### src/rtl/hazard_unit.sv
// Pipeline hazard unit: operand forwarding, load-use stalls, branch
// flushes and data-memory wait handling with a timeout error flag.
// Handshake: a memory access in M is pending while memreqm=1 and
// memreadym=0; the access completes in the cycle memreadym=1.
module hazard_unit #(
   parameter int REG_FILE_ADDR_WIDTH = 5,
   parameter int MEM_TIMEOUT         = 15
) (
   input  logic                           clk,
   input  logic                           rst,
   input  logic [REG_FILE_ADDR_WIDTH-1:0] rs1d,
   input  logic [REG_FILE_ADDR_WIDTH-1:0] rs2d,
   input  logic [REG_FILE_ADDR_WIDTH-1:0] rs1e,
   input  logic [REG_FILE_ADDR_WIDTH-1:0] rs2e,
   input  logic [REG_FILE_ADDR_WIDTH-1:0] rde,
   input  logic [REG_FILE_ADDR_WIDTH-1:0] rdm,
   input  logic [REG_FILE_ADDR_WIDTH-1:0] rdw,
   input  logic                           regwritem,
   input  logic                           regwritew,
   input  logic [2:0]                     resultsrce,
   input  logic                           pcsrce,
   input  logic                           memreqm,
   input  logic                           memreadym,
   output logic [1:0]                     forwardae,
   output logic [1:0]                     forwardbe,
   output logic                           stallf,
   output logic                           stalld,
   output logic                           stalle,
   output logic                           stallm,
   output logic                           flushd,
   output logic                           flushe,
   output logic                           flushw,
   output logic                           memerror,
   output logic                           dbg_memwait
);

   localparam int CW = $clog2(MEM_TIMEOUT + 1);

   typedef enum logic {RUN, MEMWAIT} state_t;

   state_t          state_q, state_d;
   logic [CW-1:0]   cnt_q, cnt_d;
   logic            pend_q, pend_d;
   logic            err_q, err_d;

   logic            lwstall;
   logic            redirect;
   logic            hold;

   // Forward select for one E-stage source: M result beats W result.
   function automatic logic [1:0] fwd_sel(input logic [REG_FILE_ADDR_WIDTH-1:0] rs);
      if (regwritem && (rdm != '0) && (rdm == rs))
         return 2'b10;
      else if (regwritew && (rdw != '0) && (rdw == rs))
         return 2'b01;
      else
         return 2'b00;
   endfunction

   // Forwarding and load-use detection, independent of FSM state.
   always_comb begin
      forwardae = fwd_sel(rs1e);
      forwardbe = fwd_sel(rs2e);
      lwstall   = (resultsrce == 3'b001) && (rde != '0) &&
                  ((rde == rs1d) || (rde == rs2d));
   end

   // Next-state logic for the memory wait FSM and stall/flush outputs.
   always_comb begin
      state_d  = state_q;
      cnt_d    = cnt_q;
      pend_d   = pend_q;
      err_d    = err_q;
      redirect = pcsrce;
      hold     = 1'b0;
      case (state_q)
         RUN: begin
            // Reset masks a fresh wait so outputs stay in plain RUN form.
            if (memreqm && !memreadym && !rst) begin
               hold    = 1'b1;
               state_d = MEMWAIT;
               cnt_d   = CW'(1);
               pend_d  = pcsrce;
            end
         end
         MEMWAIT: begin
            // A redirect seen on entry is replayed when the wait ends.
            redirect = pcsrce | pend_q;
            if (memreadym) begin
               state_d = RUN;
               cnt_d   = '0;
               pend_d  = 1'b0;
            end else if (cnt_q == CW'(MEM_TIMEOUT)) begin
               err_d   = 1'b1;
               state_d = RUN;
               cnt_d   = '0;
               pend_d  = 1'b0;
            end else begin
               hold  = 1'b1;
               cnt_d = cnt_q + CW'(1);
            end
         end
         default: state_d = RUN;
      endcase

      if (hold) begin
         stallf = 1'b1;
         stalld = 1'b1;
         stalle = 1'b1;
         stallm = 1'b1;
         flushw = 1'b1;
         flushd = 1'b0;
         flushe = 1'b0;
      end else begin
         stallf = lwstall;
         stalld = lwstall;
         stalle = 1'b0;
         stallm = 1'b0;
         flushw = 1'b0;
         flushd = redirect;
         flushe = lwstall | redirect;
      end
   end

   // State registers with asynchronous reset.
   always_ff @(posedge clk or posedge rst) begin
      if (rst) begin
         state_q <= RUN;
         cnt_q   <= '0;
         pend_q  <= 1'b0;
         err_q   <= 1'b0;
      end else begin
         state_q <= state_d;
         cnt_q   <= cnt_d;
         pend_q  <= pend_d;
         err_q   <= err_d;
      end
   end

   assign memerror    = err_q;
   assign dbg_memwait = (state_q == MEMWAIT);

endmodule
### config.mk
export PLATFORM = sky130hd
export DESIGN_NAME = hazard_unit
export DESIGN_NICKNAME = d
export VERILOG_FILES = /design/src/rtl/hazard_unit.sv
export SDC_FILE = /design/constraint.sdc
export NUM_CORES = 1
export LEC_CHECK = 0
export BUFFER_PORTS_ARGS = -buffer_cell sky130_fd_sc_hd__buf_2
export CORE_ASPECT_RATIO = 0.9
export CORE_MARGIN = 3
export CORE_UTILIZATION = 40
export DETAILED_ROUTE_END_ITERATION = 6
export GPL_ROUTABILITY_DRIVEN = 0
export GPL_TIMING_DRIVEN = 0
export PLACE_DENSITY_LB_ADDON = 0.05
export SLEW_MARGIN = 5
export SYNTH_ARGS = -nofsm -noshare
export SYNTH_HDL_FRONTEND = slang
export SYNTH_SLANG_ARGS = --single-unit
### constraint.sdc
create_clock -name clk -period 1.8 [get_ports clk]
set_input_delay 0.09 -clock clk [delete_from_list [all_inputs] [get_ports clk]]
set_output_delay 0.09 -clock clk [all_outputs]
set_load 0.02 [all_outputs]
After elaboration in Yosys (flattened, before gate mapping)
Cells that the tools add are included.
{"block": "totals", "ff_bits": 7, "latchBits": 0, "ramBits": 0, "mem_bits_ro": 0, "in_bits": 45, "out_inout_bits": 13, "mem_count": 0}
{"block": "op_classes", "add_sub_neg": 1, "multipliers": 0, "n_div": 0, "order_cmp": 0, "n_eq_ne": 10, "shift": 0, "n_mux": 21, "bitwise_logic": 4, "n_reduce_logical": 18}
{"cell": "equality test 5 bit", "n": 6}
{"cell": "nonzero test 5 bit", "n": 3}
{"cell": "2-to-1 mux 1 bit", "n": 13}
{"cell": "2-to-1 mux 4 bit", "n": 3}
{"cell": "logical AND 1 bit", "n": 10}
{"cell": "one-hot mux 4 bit (2 select lines)", "n": 1}
{"cell": "adder 4 x 1 -> 4 bit, second input constant", "n": 1}
{"cell": "equality test 4 bit, second input constant", "n": 1}
{"cell": "2-to-1 mux 2 bit", "n": 2}
{"cell": "one-hot mux 1 bit (2 select lines)", "n": 2}
{"cell": "equality test 3 x 1 -> 1 bit, second input constant", "n": 1}
{"cell": "inequality test 3 x 2 -> 1 bit, second input constant", "n": 1}
{"cell": "AND reduction 3 bit", "n": 1}
{"cell": "logical NOT 1 bit", "n": 2}
{"cell": "inequality test 2 bit, second input constant", "n": 1}
{"cell": "NOT 1 bit", "n": 2}
{"cell": "OR 1 bit", "n": 2}
{"cell": "AND reduction 2 bit", "n": 1}
{"cell": "logical OR 1 bit", "n": 1}

Logic depth before layout (Yosys ltp)
{"block": "logic_depth", "ltp_word": 6, "ltp_mapped": 6, "ltp_nobuf": 5}

Worst setup path after synthesis
No wires, ideal clock.
{"block": "synth_timing", "kind": "input to output", "startpoint": "input port memreadym", "endpoint": "output port stallf", "arrival_ns": 1.878, "slack_ns": -0.168, "stages": 4, "n_path_buf": 1, "path_cell_list": "or3b_2 o21ai_0 o21bai_1 buf_4"}
{"block": "synth_via", "elab_chain_len": 6, "elab_cells_between_ends": 7, "cone_classes": "mux (4); reduce/logical (3)"}
{"element": "from (decl)", "line_no": "23", "rtl": "input logic memreadym,"}
{"element": "logical NOT 1 bit", "line_no": "79", "rtl": "if (memreqm && !memreadym && !rst) begin"}
{"element": "logical AND 1 bit (2 in a row)", "line_no": "79"}
{"element": "2-to-1 mux 1 bit", "line_no": "79"}
{"element": "one-hot mux 1 bit (2 select lines) *", "line_no": "76", "rtl": "case (state_q)"}
{"element": "2-to-1 mux 1 bit *"}
{"element": "to (decl)", "line_no": "26", "rtl": "output logic stallf,"}
Every way passes the cells marked *; elsewhere a longest branch is shown, timed or not.

Worst setup path after layout
{"block": "layout_timing", "startpoint": "register cnt_q[0]", "endpoint": "output port stallf"}
{"block": "layout_via", "elab_chain_len": 5}
{"element": "from (decl)", "line_no": "42", "rtl": "logic [CW-1:0] cnt_q, cnt_d;"}
{"element": "from (signal assigned)", "line_no": "134", "rtl": "cnt_q <= cnt_d;"}
{"element": "equality test 4 bit", "line_no": "93", "rtl": "end else if (cnt_q == CW'(MEM_TIMEOUT)) begin"}
{"element": "2-to-1 mux 1 bit", "line_no": "93"}
{"element": "2-to-1 mux 1 bit", "line_no": "89", "rtl": "if (memreadym) begin"}
{"element": "one-hot mux 1 bit (2 select lines)", "line_no": "76"}
{"element": "2-to-1 mux 1 bit", "line_no": "106", "rtl": "if (hold) begin"}
Every way passes these cells.

==> flow_metrics.py <==
metrics = {
    "cells_and_area": {
        "fillers": 152,
        "layout_commonest_cell": "buf_2",
        "final_util_pct": 66.6,
        "multiInputGateArea_um2": 621,
        "diodes": 0,
        "syn_to_final_growth_pct": 47.9,
        "seq_area_um2": 176,
        "fin_nets": 203,
        "final_cells": 180,
        "most-common-layout-cells": "57 x buf_2, 24 x xor2_1, 6 x xnor2_1, 6 x dfrtp_1",
        "drive_above_1_share_pct": 48.1,
    },
    "detailed_routing": {
        "firstDrtPassIters": 4,
        "vias": 902,
        "dr.first_iter.drc_count": 11,
        "routedWlPerCell_um": 11.8,
        "antenna_left": 0,
        "vias_per_cell": 5.01,
        "remaining_drc_errors": 0,
        "wl_mm": 2.12,
    },
    "cts": {
        "tritoncts": "yes",
        "clock_sinks": 7,
        "cts_buffers": 3,
        "htreeDepth": 1,
        "cts_buffer_depth": 2,
        "path_clk_slew_ps": 50,
        "clk_latency_ps": 240,
        "clockRootBuffer": "clkbuf_4",
    },
    "critical_path": {
        "worstSetupEndpointType": "output pin",
        "path_class": "reg -> out",
        "worst_setup_path_start_kind": "register",
        "critPathArrivalTime_ps": 1600,
        "cp_max_fo": 6,
        "cp.required_ps": 1710,
    },
    "yosys": {
        "yosys_warnings": 0,
        "synth_edf_count": 0,
        "syn_inst": 94,
        "ys_ff_latch": 7,
        "ys_seq_area_share_pct": 22.0,
        "synth.avg_cell_area_um2": 8.48,
        "synth_flop_cell": "dfrtp_1",
        "syn_nets": 140,
        "async_reset_ff_share_pct": 100,
        "syn_area_um2": 797,
        "synth.distinct_cells": 28,
    },
    "grt": {
        "grt_max_degree": 11,
        "grt_pass1_wl_mm": 3.48,
        "gr-total-overflow": 0,
        "first_global_vias": 869,
        "grt_use_met2_pct": 30.2,
        "met1_usage_pct": 20.6,
        "use_met3_pct": 3.68,
        "grt_use_total_pct": 17.3,
        "grt.busiest_layer": "met2",
        "antenna_found_initial": 0,
    },
    "floorplan": {
        "die_x_um": 53.1,
        "die_y_um": 48.3,
        "pin_count": 58,
        "dieArea_um2": 2560,
        "start_util_pct": 45.0,
        "rows": 14,
        "coreArea_um2": 1770,
    },
    "run": {
        "maxCapViolations": 0,
    },
    "sta": {
        "drv_slew": 0,
        "fin_skew_ps": 7.49,
        "relSlewSlack_pct": 66.8,
        "period_share_pct": 94.0,
        "fmax_mhz": 591,
        "max_slew.worst_pin.slew_ps": 493,
        "period_minus_slack_ps": 1690,
        "setup_tns_ps": 0,
        "setup_violations": 0,
        "hold_viol": 0,
    },
    "run_status": {
        "outcome": "complete, no violations",
    },
    "placed_design": {
        "hpwl_mm": 1.88,
        "port_buffers": 57,
        "dp_cells": 175,
    },
    "hold_path": {
        "hold_path_class": "in -> reg",
    },
    "pwr": {
        "p_per_area_nw_per_um2": 503,
        "finalPower_uw": 592,
        "leakagePower_nw": 0.590,
        "ir_drop_mv": 0.288,
    },
}
-- final cells by class --
class	count	share of cell area (%)
Multi-Input combinational cell	82	52.7
Timing Repair Buffer	58	25.1
Sequential cell	7	15.0
Tap cell	24	2.55
Clock buffer	4	2.23
Buffer	3	1.91
Inverter	2	0.637
-- registers in the layout, indices dropped and copies added (netlist names) --
name / flops
cnt_q: 4
dbg_memwait: 1
memerror: 1
pend_q: 1
-- timing repair --
action | CTS | global route
gates resized for setup | 0 | 7
setup buffers | 0 | 0
setup endpoints to repair | 0 | 3
hold buffers | 1 | 0
endpoints found under the hold margin | 7 | 0
-- synth_stat cells, drive strengths merged (3+ instances only) --
library cell	n	share of area (%)
a21o	3	2.8
buf	3	2.8
dfrtp	7	22
nand2	6	2.8
nand3	4	2.5
nor2	5	2.4
nor3	3	1.9
nor4	4	4.7
o21ai	8	5.5
or4	5	5.2
xnor2	6	6.6
xor2	24	26
-- metal layers --
metal / part of all wire (%) / routed length [um]
met1: 40 / 842
met2: 51 / 1080
met3: 8.2 / 174
met4: 0.90 / 19
met5: 0 / 0
-- power by group --
part	switching [mW]	total (mW)	internal (mW)
Clock	0.0524	0.137	0.0843
Combinational	0.133	0.257	0.124
Sequential	0.0212	0.199	0.178
Total	0.207	0.592	0.386
-- per-stage QoR --
step	hold WS (ps)	worst slack [ps]	instance area, um^2
3_3_place_gp	46.0	270	1120
5_1_grt	108	-5.07	1180
4_1_cts	89.6	33.2	1150
2_1_floorplan	-107	149	801
3_5_place_dp	56.8	216	1120
6_report	108	107	1180
-- final timing paths --
check                      cells past startpoint               endpoint                 start  slack [ps]
min in group asynchronous                      3     pend_q$_DFFE_PP0P_                   rst         350
max in group asynchronous                      3  dbg_memwait$_DFF_PP0_                   rst        1210
hold reg to reg                                1   memerror$_DFFE_PP0P_  memerror$_DFFE_PP0P_         470
hold / removal                                 2   cnt_q[1]$_DFFE_PP0P_             memreadym         110
setup reg to reg                               5   cnt_q[3]$_DFFE_PP0P_  cnt_q[0]$_DFFE_PP0P_         440
setup / recovery                               7                 stallf  cnt_q[0]$_DFFE_PP0P_         110
-- critical path, stage by stage (launching register included) --
cell and delay (ps):
dfrtp_1 390, ha_2 220, nand3_2 110, nand2_2 110, o21ai_4 80, o21bai_1 170, buf_4 140, buf_2 150
-- cells by family after synthesis --
kind of cell             count (synthesis)  share of synthesized area [%]
flip-flops                               7                           22.0
adder cells (fa/ha/maj)                  1                           1.57
multiplexers                             1                           1.26
XOR/XNOR                                30                           33.0
AO/OA/AOI/OAI                           17                           13.7
buffers and inverters                    5                           3.77
AND/OR/NAND/NOR                         33                           24.8
Note: power is estimated with default switching activity, not from simulation.
